==> config.mk <==
export PLATFORM = sky130hd
export DESIGN_NAME = led_sel_ctrl
export DESIGN_NICKNAME = d
export VERILOG_FILES = /design/src/rtl/led_sel_ctrl.sv
export SDC_FILE = /design/constraint.sdc
export NUM_CORES = 1
export LEC_CHECK = 0
export ABC_AREA = 1
export CORE_UTILIZATION = 46
export CTS_CLUSTER_DIAMETER = 100
export CTS_CLUSTER_SIZE = 24
export DETAILED_ROUTE_END_ITERATION = 7
export GPL_ROUTABILITY_DRIVEN = 0
export HOLD_SLACK_MARGIN = 0.06
export PLACE_DENSITY = 0.71
export SYNTH_ARGS = -nofsm -noshare
export SYNTH_HDL_FRONTEND = slang
export SYNTH_SLANG_ARGS = --single-unit
==> constraint.sdc <==
create_clock -name clk -period 1.13 [get_ports clk]
set_input_delay 0.226 -clock clk [delete_from_list [all_inputs] [get_ports clk]]
set_output_delay 0.226 -clock clk [all_outputs]
set_load 0.01 [all_outputs]
==> src/rtl/led_sel_ctrl.sv <==
// LED select controller: drives one of NUM_LED outputs from a loaded select code,
// with steady, blink, PWM-dim and chase display modes and a global enable gate.
module led_sel_ctrl #(
    parameter int NUM_LED   = 4,
    parameter int SEL_W     = 2,
    parameter int BLINK_DIV = 4,
    parameter int PWM_W     = 4
) (
    input  logic               clk,
    input  logic               rst,
    input  logic [SEL_W-1:0]   dataIn,
    input  logic [1:0]         mode,
    input  logic [PWM_W-1:0]   duty,
    input  logic               load,
    input  logic               ledOn,
    output logic [NUM_LED-1:0] led
);

    localparam int PRE_W = (BLINK_DIV > 2) ? $clog2(BLINK_DIV) : 1;

    typedef enum logic [1:0] {
        MODE_STEADY = 2'd0,
        MODE_BLINK  = 2'd1,
        MODE_DIM    = 2'd2,
        MODE_CHASE  = 2'd3
    } mode_e;

    logic [SEL_W-1:0]   r_sel;
    mode_e              r_mode;
    logic [PWM_W-1:0]   r_duty;
    logic [PRE_W-1:0]   r_pre;
    logic               r_ph;
    logic [SEL_W-1:0]   r_pos;
    logic [PWM_W-1:0]   r_pc;
    logic [NUM_LED-1:0] r_led;

    logic               w_tick;
    logic               w_sel_ok;
    logic               w_load_sel_ok;
    logic               w_bit_on;
    logic [NUM_LED-1:0] w_led_next;

    assign w_tick        = (r_pre == PRE_W'(BLINK_DIV - 1));
    assign w_sel_ok      = (32'(r_sel) < NUM_LED);
    assign w_load_sel_ok = (32'(dataIn) < NUM_LED);

    // Level applied to the selected LED in the non-chase modes.
    always_comb begin
        w_bit_on = 1'b0;
        case (r_mode)
            MODE_STEADY: w_bit_on = 1'b1;
            MODE_BLINK:  w_bit_on = r_ph;
            MODE_DIM:    w_bit_on = (r_pc < r_duty);
            default:     w_bit_on = 1'b0;
        endcase
    end

    genvar gi;
    generate
        for (gi = 0; gi < NUM_LED; gi++) begin : g_led
            assign w_led_next[gi] = ledOn &
                ((r_mode == MODE_CHASE) ? (r_pos == SEL_W'(gi))
                                        : (w_sel_ok & (r_sel == SEL_W'(gi)) & w_bit_on));
        end
    endgenerate

    always_ff @(posedge clk or posedge rst) begin
        if (rst) begin
            r_sel  <= '0;
            r_mode <= MODE_STEADY;
            r_duty <= '0;
            r_pre  <= '0;
            r_ph   <= 1'b1;
            r_pos  <= '0;
            r_pc   <= '0;
            r_led  <= '0;
        end else begin
            r_pc  <= r_pc + PWM_W'(1);
            r_led <= w_led_next;
            // A load restarts the blink/chase timebase and overrides a coincident tick.
            if (load) begin
                r_sel  <= dataIn;
                r_mode <= mode_e'(mode);
                r_duty <= duty;
                r_pre  <= '0;
                r_ph   <= 1'b1;
                r_pos  <= w_load_sel_ok ? dataIn : '0;
            end else if (w_tick) begin
                r_pre <= '0;
                r_ph  <= ~r_ph;
                r_pos <= (r_pos == SEL_W'(NUM_LED - 1)) ? '0 : r_pos + SEL_W'(1);
            end else begin
                r_pre <= r_pre + PRE_W'(1);
            end
        end
    end

    assign led = r_led;

endmodule
; ---- After elaboration in Yosys (flattened, before gate mapping)
; Index checks and enable logic that the tools add are counted.
; Widths: inputs -> output; s select.
[word_totals]
regBits = 21
latch_bits = 0
mem_bits_rw = 0
mem_bits_ro = 0
input_bits = 12
output_inout_bits = 4
wordCells = 47
mem_count = 0
[classes]
n_addsub = 3
mul = 0
div = 0
order_cmp = 1
n_eq_ne = 10
n_shift = 0
mux = 12
bitwise = 9
n_reduce_logical = 4
[ops]
columns = op, n
row1 = $eq 2x2->1 const B, 7
row2 = $mux 2, 5
row3 = $and 1x1->1, 8
row4 = $eq 2x1->1 const B, 3
row5 = $logic_not 2->1, 3
row6 = $mux 1, 6
row7 = $add 2x1->2 const B, 2
row8 = $add 4x1->4 const B, 1
row9 = $lt 4x4->1, 1
row10 = $pmux 1 s3, 1
row11 = $reduce_bool 2->1, 1
row12 = $not 1->1, 1

; ---- Depth between registers and ports, before layout
; Gate-level depths: netlist of run 1.
[depth]
depth_word = 5
mapped_depth = 9
ltp_nobuf = 9

; ---- Least setup slack after synthesis of run 1
; No wires, ideal clock.
[synth_timing]
kind = register -> register
from = register r_pc[3]
to = register r_led[0] (netlist: led[0])
setup_time_ns = 0.077
arrival_ns = 1.083
required_time_ns = 1.053
slack_ns = -0.031
path_stages_with_launch = 9
path_buffers = 0
synth_period_minus_slack_ns = 1.161
cell_sequence = dfrtp_1 > ha_1 > nand2_1 > inv_1 > nand2_1 > nand2_1 > nand2_2 > nand3_1 > a21oi_1
[synth_via]
elab_chain_cells = 5
[synth_lines]
columns = item, line_no
row1 = from (decl), 34  ; logic [PWM_W-1:0] r_pc;
row2 = from (signal assigned), 78  ; r_pc <= r_pc + PWM_W'(1);
row3 = $lt 4x4->1, 53  ; MODE_DIM: w_bit_on = (r_pc < r_duty);
row4 = $pmux 1 s3, 50  ; case (r_mode)
row5 = $and 1x1->1, 63  ; : (w_sel_ok & (r_sel == SEL_W'(gi)) & w_bit_on));
row6 = $mux 1, 62  ; ((r_mode == MODE_CHASE) ? (r_pos == SEL_W'(gi))
row7 = $and 1x1->1, 61  ; assign w_led_next[gi] = ledOn &
row8 = via w_led_next[0], 41  ; logic [NUM_LED-1:0] w_led_next;
row9 = to (signal assigned), 79  ; r_led <= w_led_next;
row10 = to (decl), 35  ; logic [NUM_LED-1:0] r_led;
; The timed path passes the listed nets, and every way through them passes these cells.
; A chain may end at the register's enable or synchronous reset.

; ---- Worst setup path in the final report of run 1
[layout_timing]
from = register r_pc[3]
to = register r_led[3] (netlist: led[3])
; The elaborated chain is that of the path after synthesis.

==> flow_summary_export.csv, run 1 <==
group,metric,value,unit
run_status,status,"finished with violations",
run_status,violations,"negative setup slack",
die,initial_utilization,49.75,%
min_path,worstHoldPathType,"input port to asynchronous set/reset pin",
setup_path,crit_path_start_kind,"register",
logic_synthesis,yosys_most_used_dff,"dfrtp_1",
logic_synthesis,syn_nets,127,
die,dieArea,2332,sq um
logic_synthesis,synth_top_area_share,50.76,%
clocking,cts_max_path_buffers,2,
setup_path,cp.required,1.38,ns
layout,final_cell_area,1291,sq um
layout,nets,153,
place,dp_cells,154,
power,power.density,1150,nW/um^2
die,fp-row-count,16,
detailed_routing,drt-total-wl,1.873,mm
logic_synthesis,postSynth.asyncResetShare,100.0,%
place,port_buffers,15,
timing,fin_setup_tns,-0.7323,ns
setup_path,arrival,1.57,ns
layout,drive_gt1_share,24.43,%
detailed_routing,firstDrtPassIters,4,
timing,setup_viol,4,
die,fp.dieW,48.30,um
logic_synthesis,ys_seq_area_share,53.43,%
detailed_routing,drc,0,
global_routing,first_global_vias,737,
logic_synthesis,synth-seq-cells,21,
layout,antenna_cells,0,
logic_synthesis,avgSynthCellArea,9.301,sq um
setup_path,cp_max_fo,4,
setup_path,r2r_start,"r_pc[3]",
logic_synthesis,synth_most_common_cell,"nand2_1",
setup_path,path_delay_family,"flip-flops",
timing,layout_setup_ws,-0.1924,ns
setup_path,end_kind,"register",
timing,slew_viol_final,0,
logic_synthesis,synth_common_cells,"nand2_1 (24), dfrtp_1 (20), inv_1 (16)",
layout,syn2layout_area_growth,30.96,%
timing,finalCritPeriodShare,117.0,%
timing,relSlewSlack,82.38,%
clocking,h-tree-depth,1,
global_routing,antenna_found_initial,0,
global_routing,grt_pass1_wl,3.015,mm
timing,hold-worst-slack,0.2217,ns
global_routing,grt_max_degree,22,
setup_path,slowest_delay,0.40,ns
clocking,cts_tree,"built",
setup_path,reg2reg_setup_slack,-0.19,ns
place,placed_area,1230,sq um
die,core,1982,sq um
logic_synthesis,syn_area,985.9,sq um
timing,fin_skew,0.005553,ns
detailed_routing,wl_per_cell,11.85,um
detailed_routing,drt-initial-drc-count,12,
global_routing,grt-ovfl-total,0,
setup_path,critPathBufInv,1,
power,ir_worst_vdd,0.8613,mV
die,die_y,48.30,um
logic_synthesis,synthTopCellsByArea,"dfrtp_1 (51%), ha_1 (11%), nand2_1 (9.1%)",
logic_synthesis,yosys.area.top_type,"dfrtp_1",
timing,finalCriticalPeriod,1.322,ns
clocking,clkTransAtPathRegs,0.12,ns
setup_path,reg2regPathDepth,8,
clocking,worstSkewPairLatency,0.31,ns
timing,rsz0062_at_grt,"yes",
timing,worstMarginPinSlew,0.2601,ns
setup_path,crit_top_cell,"nand2_1",
global_routing,gr-usage-all-layers,19.18,%
timing,fmax,756.2,MHz
detailed_routing,vias,772,
logic_synthesis,synth.distinct_cells,17,
clocking,clkSinkCount,21,
clocking,ctsRootBufferMaster,"clkbuf_4",
detailed_routing,ant_nets,0,
setup_path,crit_slowest_cell,"dfrtp_1",
logic_synthesis,synth_warnings,0,
clocking,cts_buffers,3,
timing,hold_viol,0,
setup_path,crit_chain,"ha_1, nand2_1, inv_1, nand2_1, nand2_1, nand2_2, nand3_2, a21oi_2",
logic_synthesis,synth_edf_count,0,
detailed_routing,via_per_inst,4.886,
layout,stdcell_count,158,
setup_path,timing_worst_setup_path_type,"register to register",
flow_run,max-cap-violations,0,
power,p_leak,0.6715,nW
setup_path,r2r_end,"led[3]",
place,hpwl,1.308,mm
die,ioPinCount,16,
setup_path,cp-startpoint,"r_pc[3]",
clocking,hold_buffers,0,
logic_synthesis,syn_inst,106,
[cell type report]
cell class / instances / area, sq um
fillers: 165 / 690.7
clock inverters: 1 / 5.005
inverters: 17 / 63.81
repair buffers: 22 / 195.2
well taps: 27 / 33.78
clock buffers: 3 / 22.52
flip-flops and latches: 21 / 528.0
multi-input cells: 67 / 442.9
[repair_timing]
item | in CTS | in global routing
gates cloned | 0 | 0
setup endpoints to repair | 8 | 8
buffers inserted | 0 | 0
resized for setup | 23 | 6
pin swaps | 5 | 5
[worst max path at each step]
stage                    end  slack [ns]  depth (start not counted)
detailed placement  r_pos[0]       -0.20                          4
CTS                   led[1]       -0.17                          8
global placement    r_pos[1]       -0.11                          4
floorplan             led[0]       -0.03                          8
finish                led[3]       -0.19                          8
global route          led[3]       -0.30                          8
[power breakdown]
group	internal [mW]	switching (mW)
clock	0.132	0.230
sequential	0.810	0.0400
combinational	0.126	0.147
total	1.07	0.417
[layout by cell type (no fill, tap or decap), drive strengths merged, types with 3 or more instances in the layout]
cell type	instances
ha	9
a21oi	6
nand2	25
buf	11
clkbuf	3
nor2	7
clkdlybuf4s50	11
inv	17
dfrtp	20
nand3	7
o21ai	9
[metrics by stage]
| step | power (mW) | setup WS [ns] | utilization, % |
|---|---|---|---|
| 6_report | 1.484 | -0.1924 | 65.15 |
| 5_1_grt | 1.574 | -0.3010 | 65.15 |
| 4_1_cts | 1.490 | -0.1682 | 64.65 |
| 3_5_place_dp | 1.119 | -0.1986 | 62.06 |
| 3_3_place_gp | 1.111 | -0.1088 | 62.06 |
| 2_1_floorplan | 0.9967 | -0.03073 | - |
[kinds of logic (layout without fill, tap and decap cells)]
logic type               Yosys count  in the layout  synth area share (%)
adder cells (fa/ha/maj)            9              9                 11.42
XOR/XNOR                           2              2                 1.777
AND/OR/NAND/NOR                   39             39                 15.99
buffers and inverters             18             43                 6.979
AO/OA/AOI/OAI                     17             17                 10.41
flip-flops                        21             21                 53.43
[metal layers]
metal  GRT usage, %  vias to the layer above  routed length, um
met5              0                        -                  0
met4          8.333                        0                 48
met3          4.074                        7                 58
met2          34.13                       17                972
met1          21.96                      363                793
li1               -                      385                  -
[sequential cells by signal, summed over array words and instances (netlist names)]
| signal | count |
|---|---|
| led | 4 |
| r_mode | 2 |
| r_pre | 2 |
| r_pc | 4 |
| r_duty | 4 |
| r_pos | 2 |
| r_ph | 1 |
| r_sel | 2 |
[worst reg2reg max path, delay by kind of cell, from the launching register on]
kind	cells	cell delay [ns]
AOI/OAI and AO/OA	1	0.13
adders and majority gates	1	0.31
buffers and inverters	1	0.03
and+or+nand+nor	5	0.38
DFF	1	0.40
No activity file was read; power rests on OpenSTA's default activity.
==> run 2: changes to the inputs <==
--- a/config.mk
+++ b/config.mk
@@ -12,7 +12,7 @@
 export DETAILED_ROUTE_END_ITERATION = 7
 export GPL_ROUTABILITY_DRIVEN = 0
 export HOLD_SLACK_MARGIN = 0.06
-export PLACE_DENSITY = 0.71
+export PLACE_DENSITY = 0.75
 export SYNTH_ARGS = -nofsm -noshare
 export SYNTH_HDL_FRONTEND = slang
 export SYNTH_SLANG_ARGS = --single-unit
==> flow_summary_export.csv, run 2 (same netlist as run 1, synthesis figures left out) <==
group,metric,value,unit
run_status,status,"finished with violations",
run_status,violations,"negative setup slack",
timing,finalCriticalPeriod,1.286,ns
timing,slew_viol_final,0,
place,port_buffers,15,
die,die_y,48.30,um
timing,layout_setup_ws,-0.1564,ns
place,hpwl,1.284,mm
power,p_switching,0.4282,mW
power,ir_worst_vdd,0.7031,mV
detailed_routing,firstDrtPassIters,4,
power,seqPwrFrac,55.6,%
power,combPwrFrac,20.9,%
detailed_routing,vias,797,
layout,syn2layout_area_growth,38.96,%
clocking,h-tree-depth,1,
layout,nets,158,
clocking,clkSinkCount,21,
setup_path,cp_max_fo,4,
die,fp-row-count,16,
clocking,clkTransAtPathRegs,0.11,ns
setup_path,cp.required,1.38,ns
layout,antenna_cells,0,
power,p_clk_share,23.5,%
clocking,worstSkewPairLatency,0.30,ns
setup_path,end_kind,"register",
layout,final_cell_mix,"dfrtp_1 (20), nand2_1 (19), inv_1 (11), clkdlybuf4s50_1 (11), buf_4 (11)",
power,power.density,1115,nW/um^2
layout,finish.utilization,69.13,%
global_routing,grt-ovfl-total,0,
clocking,cts_max_path_buffers,2,
clocking,cts_buffers,3,
die,fp.dieW,48.30,um
die,dieArea,2332,sq um
global_routing,grt_max_degree,22,
timing,finalCritPeriodShare,113.8,%
setup_path,crit_path_start_kind,"register",
layout,fill_cells,152,
detailed_routing,ant_nets,0,
min_path,worstHoldPathType,"input port to asynchronous set/reset pin",
detailed_routing,drt-total-wl,2.014,mm
flow_run,max-cap-violations,0,
detailed_routing,via_per_inst,4.890,
timing,rsz0062_at_grt,"yes",
global_routing,first_global_vias,700,
die,initial_utilization,49.75,%
timing,setup_viol,4,
global_routing,gr-usage-all-layers,19.38,%
global_routing,grt_pass1_wl,2.960,mm
die,core,1982,sq um
power,p_leak,0.6985,nW
timing,fin_skew,0.005214,ns
power,internal_power,1.099,mW
layout,mostFrequentLayoutCell,"dfrtp_1",
detailed_routing,drc,0,
detailed_routing,wl_per_cell,12.36,um
timing,hold-worst-slack,0.2312,ns
timing,hold_viol,0,
setup_path,timing_worst_setup_path_type,"register to register",
timing,fmax,777.3,MHz
clocking,cts_tree,"built",
die,ioPinCount,16,
clocking,ctsRootBufferMaster,"clkbuf_4",
power,switching_share,28.03,%
timing,worstMarginPinSlew,0.2903,ns
setup_path,arrival,1.53,ns
detailed_routing,drt-initial-drc-count,2,
layout,drive_gt1_share,33.82,%
global_routing,antenna_found_initial,0,
timing,relSlewSlack,80.44,%
-- run 2: through the flow --
step	TNS, ns	std cells	area, sq um	power [mW]	worst slack [ns]
2_1_floorplan	-0.1229	106	985.9	0.9967	-0.03073
3_3_place_gp	-0.7015	155	1237	1.114	-0.1572
3_5_place_dp	-0.9476	155	1237	1.124	-0.1743
4_1_cts	-0.5319	161	1309	1.498	-0.1470
5_1_grt	-0.8366	163	1370	1.618	-0.2186
6_report	-0.5802	163	1370	1.528	-0.1564
-- run 2: routing by layer --
metal | vias up | global-route usage [%] | part of all wire (%)
li1 | 397 | - | -
met1 | 379 | 24.71 | 41
met2 | 17 | 29.60 | 52
met3 | 4 | 4.444 | 4.5
met4 | 0 | 12.22 | 1.8
met5 | - | 0 | 0
-- run 2: layout make-up --
type	instances	area (sq um)	area share [%]
Sequential cell	21	526.8	38.45
Timing Repair Buffer	27	232.7	16.99
Multi-Input combinational cell	67	486.7	35.53
Inverter	17	63.81	4.658
Tap cell	27	33.78	2.466
Clock buffer	4	26.28	1.918
-- run 2: worst paths after layout --
kind / from / end / slack [ns] / cells past startpoint
worst max-delay path: r_duty[1] / led[0] / -0.16 / 9
worst min register to register: r_pre[0] / r_pre[0] / 0.44 / 1
min in group clk: r_pre[0] / r_pre[0] / 0.44 / 1
max in group asynchronous: rst / r_ph / 0.68 / 3
worst max register to register: r_duty[1] / led[0] / -0.16 / 9
worst min-delay path: rst / r_duty[3] / 0.23 / 3
-- run 2: timing repair --
| action | in CTS | in global routing |
|---|---|---|
| setup endpoints to repair | 8 | 7 |
| hold buffers | 0 | 0 |
| endpoints found under the hold margin | 0 | 0 |
| pin swaps | 2 | 8 |
| setup buffers | 2 | 2 |
| resized for setup | 21 | 19 |
-- run 2: worst max-delay path, stage by stage (launching register included) --
cell and delay (ns):
dfrtp_1 0.39, inv_2 0.08, ha_4 0.20, nand2_2 0.06
nand2_2 0.06, nand2_2 0.07, nand2_2 0.06, nand2_4 0.09
nand3_2 0.08, a21oi_2 0.14
-- run 2: power by group through the flow --
stage               clock network (mW)  registers (mW)  logic (mW)
floorplan                            0           0.861       0.136
CTS                              0.378           0.847       0.273
global placement                     0           0.860       0.254
global route                     0.400           0.857       0.361
detailed placement                   0           0.861       0.263
finish                           0.358           0.850       0.320
==> run 3: changes to the inputs <==
--- a/config.mk
+++ b/config.mk
@@ -12,7 +12,8 @@
 export DETAILED_ROUTE_END_ITERATION = 7
 export GPL_ROUTABILITY_DRIVEN = 0
 export HOLD_SLACK_MARGIN = 0.06
-export PLACE_DENSITY = 0.75
+export PLACE_DENSITY_LB_ADDON = 0.25
+export RECOVER_POWER = 50
 export SYNTH_ARGS = -nofsm -noshare
 export SYNTH_HDL_FRONTEND = slang
 export SYNTH_SLANG_ARGS = --single-unit
==> flow_summary_export.csv, run 3 (same netlist as run 1, synthesis figures left out) <==
group,metric,value,unit
layout,multiInputGateArea,416.7,sq um
run_status,violations,"negative setup slack",
setup_path,slowest_delay,0.36,ns
detailed_routing,firstDrtPassIters,4,
place,hpwl,1.250,mm
global_routing,grt_max_degree,22,
clocking,h-tree-depth,1,
detailed_routing,drt-total-wl,1.635,mm
clocking,cts_tree,"built",
die,fp-row-count,16,
timing,fmax,786.3,MHz
layout,finish.utilization,63.01,%
min_path,worstHoldPathType,"register to register",
global_routing,grt-ovfl-total,0,
power,finalPower,1.446,mW
timing,finalCriticalPeriod,1.272,ns
timing,layout_setup_ws,-0.1418,ns
detailed_routing,vias,758,
timing,worstMarginPinSlew,0.4989,ns
global_routing,antenna_found_initial,0,
timing,setup_viol,4,
detailed_routing,drt-initial-drc-count,8,
layout,mostFrequentLayoutCell,"nand2_1",
setup_path,arrival,1.51,ns
layout,nets,153,
power,power.density,1158,nW/um^2
clocking,hold_buffers,0,
global_routing,first_global_vias,655,
clocking,clkSinkCount,21,
die,fp.dieW,48.30,um
clocking,ctsRootBufferMaster,"clkbuf_4",
min_path,holdPathEnd,"r_pre[0]",
flow_run,max-cap-violations,0,
die,die_y,48.30,um
detailed_routing,wl_per_cell,10.35,um
die,core,1982,sq um
layout,final_cell_mix,"nand2_1 (24), dfrtp_1 (20), inv_1 (14)",
setup_path,crit_top_cell,"nand2_1",
detailed_routing,route.met2.wl,786,um
detailed_routing,highest_layer,"met4",
setup_path,reg2reg_setup_slack,-0.14,ns
detailed_routing,via_per_inst,4.797,
detailed_routing,routed-wl-met3,102,um
detailed_routing,ant_nets,0,
setup_path,crit_chain,"inv_2, ha_1, nand2_1, nand2_1, nand2_1, nand2_1, nand2_2, nand3_1, a21oi_2",
setup_path,cp-startpoint,"r_duty[1]",
min_path,hp-start,"r_pre[0]",
layout,drive_gt1_share,19.85,%
setup_path,cp_max_fo,4,
timing,fin_skew,0.002667,ns
setup_path,r2r_start,"r_duty[1]",
clocking,cts_buffers,3,
timing,slew_viol_final,0,
power,p_leak,0.6598,nW
setup_path,crit_slowest_cell,"dfrtp_1",
setup_path,end_kind,"register",
layout,register_area,526.8,sq um
setup_path,timing_worst_setup_path_type,"register to register",
die,ioPinCount,16,
layout,fill_cells,163,
clocking,cts_max_path_buffers,2,
die,dieArea,2332,sq um
power,ir_worst_vdd,0.9388,mV
clocking,worstSkewPairLatency,0.30,ns
timing,hold_viol,0,
die,initial_utilization,49.75,%
run_status,status,"finished with violations",
global_routing,gr-usage-all-layers,16.49,%
layout,antenna_cells,0,
timing,hold-worst-slack,0.4400,ns
timing,rsz0062_at_grt,"yes",
detailed_routing,wl_met1,722,um
timing,finalCritPeriodShare,112.5,%
setup_path,reg2regPathDepth,9,
min_path,hold_depth,1,
global_routing,grt_pass1_wl,2.539,mm
detailed_routing,drc,0,
setup_path,cp.required,1.37,ns
setup_path,crit_path_start_kind,"register",
layout,syn2layout_area_growth,26.65,%
timing,relSlewSlack,66.74,%
clocking,clkTransAtPathRegs,0.11,ns
setup_path,r2r_end,"led[1]",
place,port_buffers,15,
==> run 3: cell types whose count changed in the layout (fill, tap and decap cells not counted), moves of 4 or more <==
cell | before | now
nand2_1 | 19 | 24
nand3_1 | 3 | 7
nand2_2 | 5 | 1
nand3_2 | 4 | 0
buf_4 | 11 | 6
==> run 3: final cells by class <==
type | count | area share, %
Clock buffer | 3 | 1.804
Sequential cell | 21 | 42.18
Timing Repair Buffer | 22 | 14.43
Multi-Input combinational cell | 67 | 33.37
Inverter | 17 | 5.110
Clock inverter | 1 | 0.4008
Tap cell | 27 | 2.705
==> run 3: report_power, final <==
group / internal, mW / total, mW / switching, mW
combinational: 0.114 / 0.245 / 0.131
sequential: 0.809 / 0.848 / 0.0396
clock: 0.132 / 0.353 / 0.221
total: 1.06 / 1.45 / 0.391
==> run 3: repair_timing <==
item,in CTS,in global routing
buffers inserted,0,1
gates resized for setup,15,6
setup endpoints to repair,8,7
==> run 3: worst max path at each step <==
stage	slack, ns	cells past startpoint	end
floorplan	-0.03	8	led[0]
global placement	-0.09	4	r_pos[0]
detailed placement	-0.17	4	r_pos[0]
CTS	-0.14	8	led[1]
global route	-0.25	8	led[3]
finish	-0.14	9	led[1]
==> run 3: metrics by stage <==
step	instance area (sq um)	worst slack (ns)	setup TNS, ns	std cells
3_5_place_dp	1222	-0.1685	-0.9189	153
2_1_floorplan	985.9	-0.03073	-0.1229	106
5_1_grt	1249	-0.2469	-0.9276	158
6_report	1249	-0.1418	-0.5476	158
3_3_place_gp	1222	-0.08633	-0.5982	153
4_1_cts	1256	-0.1437	-0.5522	157
==> run 3: routing by layer <==
metal / track usage [%] / vias up
li1: - / 386
met1: 19.91 / 348
met2: 26.40 / 20
met3: 4.444 / 4
met4: 9.444 / 0
met5: 0 / -
==> run 3: critical path: cells and delay by family (launching register included) <==
kind / cells / cell delay, ns
DFF: 1 / 0.36
buffers and inverters: 1 / 0.04
and+or+nand+nor: 6 / 0.42
AOI/OAI and AO/OA: 1 / 0.12
adders and majority gates: 1 / 0.27
==> edit: new RTL, config.mk and constraints of run 1 <==
Reset style: synchronous (`rst`), changed in one clocked block.
--- a/src/rtl/led_sel_ctrl.sv
+++ b/src/rtl/led_sel_ctrl.sv
@@ -64,7 +64,7 @@
         end
     endgenerate
 
-    always_ff @(posedge clk or posedge rst) begin
+    always_ff @(posedge clk) begin
         if (rst) begin
             r_sel  <= '0;
             r_mode <= MODE_STEADY;
Function: differs if rst is asserted again (counterexample within 4 cycles, from zero or initial values and one cycle with rst high); with rst held inactive, the same outputs for 10 cycles.
==> edit against run 1 <==
  * Largest cell class is now multi-input gates
  * Routed wire length shrank 5.0%
  * Area after synthesis down 6.5%
  * Power is 4.3% lower
  * Count of clock-buffer cells in the layout unchanged
  * The run still ends with negative setup slack left
  * Clock power is essentially flat
  * Critical path type unchanged
  * Sequential cell count stayed put
  * Global-route usage is 1.1 points lower
  * Cell area shrank 3.2%
  * Worst setup slack improved by 0.15 ns
==> edit: results (changes against run 1) <==
yosys warns=0 (unchanged); predominant post-synthesis flop cell=dfxtp_1 (was dfrtp_1); Num CTS Buffers=3 (unchanged); clock-pin slew on the worst setup and hold paths=0.12 ns (about the same); placed inst area=1190 um^2 (was 1230 um^2); pin count of the biggest net entering global routing=13 (was 22); fraction of layout cells with a size suffix above 1=0.259 (was 0.244); xor and xnor fraction of the mapped netlist area=0.0190 (was 0.0178); dpl ws=-0.267 ns (was -0.199 ns); CTS Buffer Depth=2 (unchanged); CP delay by family, top=simple AND/OR/NAND/NOR gates (was flip-flops); ANT cells=0 (unchanged); mux cell area share after synthesis=0 (unchanged); Filler cells=161 (was 165); Adder-Cell Fraction of Synth Area=0.122 (was 0.114); max_slew headroom=0.846 (was 0.824); clock network power=0.363 mW (was 0.362 mW); number of instances in the synthesized netlist=113 (was 106); setup ws final=-0.0431 ns (was -0.192 ns); Max H-tree Level=1 (unchanged); gr usage total=0.181 (was 0.192); worst skew pair latency=0.31 ns (about the same); mean routed wirelength per cell=10.6 um (was 11.9 um); ys async rst share=0 (was 1.00); CP Max Fanout=4 (unchanged); Crit-path slowest cell=dfxtp_2 (was dfrtp_1); Worst IR Drop VDD=0.735 mV (was 0.861 mV); Seq/Total Area, Yosys=0.456 (was 0.534); syn nets=134 (was 127); WP data arrival=1.38 ns (was 1.57 ns); compound-cell area share of the yosys netlist=0.134 (was 0.104); # placed instances=164 (was 154); P_leak=0.566 nW (was 0.672 nW); Post-DP HPWL=1.31 mm (about the same); Finished Layout Cells=168 (was 158); Commonest cells post-synth=nand2_1, dfxtp_1, inv_1, nor2_1, o21ai_0 (was nand2_1, dfrtp_1, inv_1, ha_1, o21ai_0); Initial DRC Count=9 (was 12); max incr delay on CP=0.34 ns (was 0.40 ns); Setup violations, final=4 (unchanged); Clock Skews=0.00860 ns (was 0.00555 ns); post-CTS setup buffers=0 (unchanged); Yosys cell types=17 (unchanged); first-pass GRT wire length=2.74 mm (was 3.02 mm); initial antenna violation count=0 (unchanged); failing checks=negative setup slack (unchanged); sw frac=0.265 (was 0.281); routed via count=794 (was 772); drt first pass iters=5 (was 4); largest family of logic cells by synthesized area=simple AND/OR/NAND/NOR gates (unchanged); top cells by area, synth=dfxtp_1, ha_1, nand2_1, inv_1, o21ai_0 (was dfrtp_1, ha_1, nand2_1, inv_1, o21ai_0); outcome=complete, but fails checks (unchanged); Setup TNS Final=-0.159 ns (was -0.732 ns); P per Cell Area=1140 nW/um^2 (was 1150 nW/um^2); root buffer cell=clkbuf_4 (unchanged); Hold/Removal Path Class=reg2reg (was in2async); port bufs=15 (unchanged); vias in the first global route=733 (was 737); sequential power=0.807 mW (was 0.850 mW)
==> edit: path summary, 6_finish.rpt <==
check / to / startpoint / cells after the start / slack, ns
min reg2reg: r_pre[0] / r_pre[0] / 1 / 0.43
min: r_pre[0] / r_pre[0] / 1 / 0.43
max: led[3] / r_duty[1] / 9 / -0.04
max reg2reg: led[3] / r_duty[1] / 9 / -0.04
==> edit: cell type report <==
class,count,area [um^2],share of cell area
Multi-Input combinational cell,71,459,0.367
Clock inverter,1,5.00,0.00400
Tap cell,25,31.3,0.0250
Timing Repair Buffer,26,228,0.182
Inverter,21,78.8,0.0631
Clock buffer,3,22.5,0.0180
Sequential cell,21,425,0.340
==> edit: repair_timing <==
action | in CTS | in global routing
gates resized for setup | 7 | 15
endpoints found under the hold margin | 0 | 0
pin swaps | 8 | 8
setup endpoints to repair | 8 | 8
==> edit: metal layers <==
metal,track usage,up-vias,share of wire
li1,-,414,-
met2,0.336,26,0.50
met5,0,-,0
met3,0.0346,12,0.043
met4,0.0686,0,0.021
met1,0.202,342,0.43
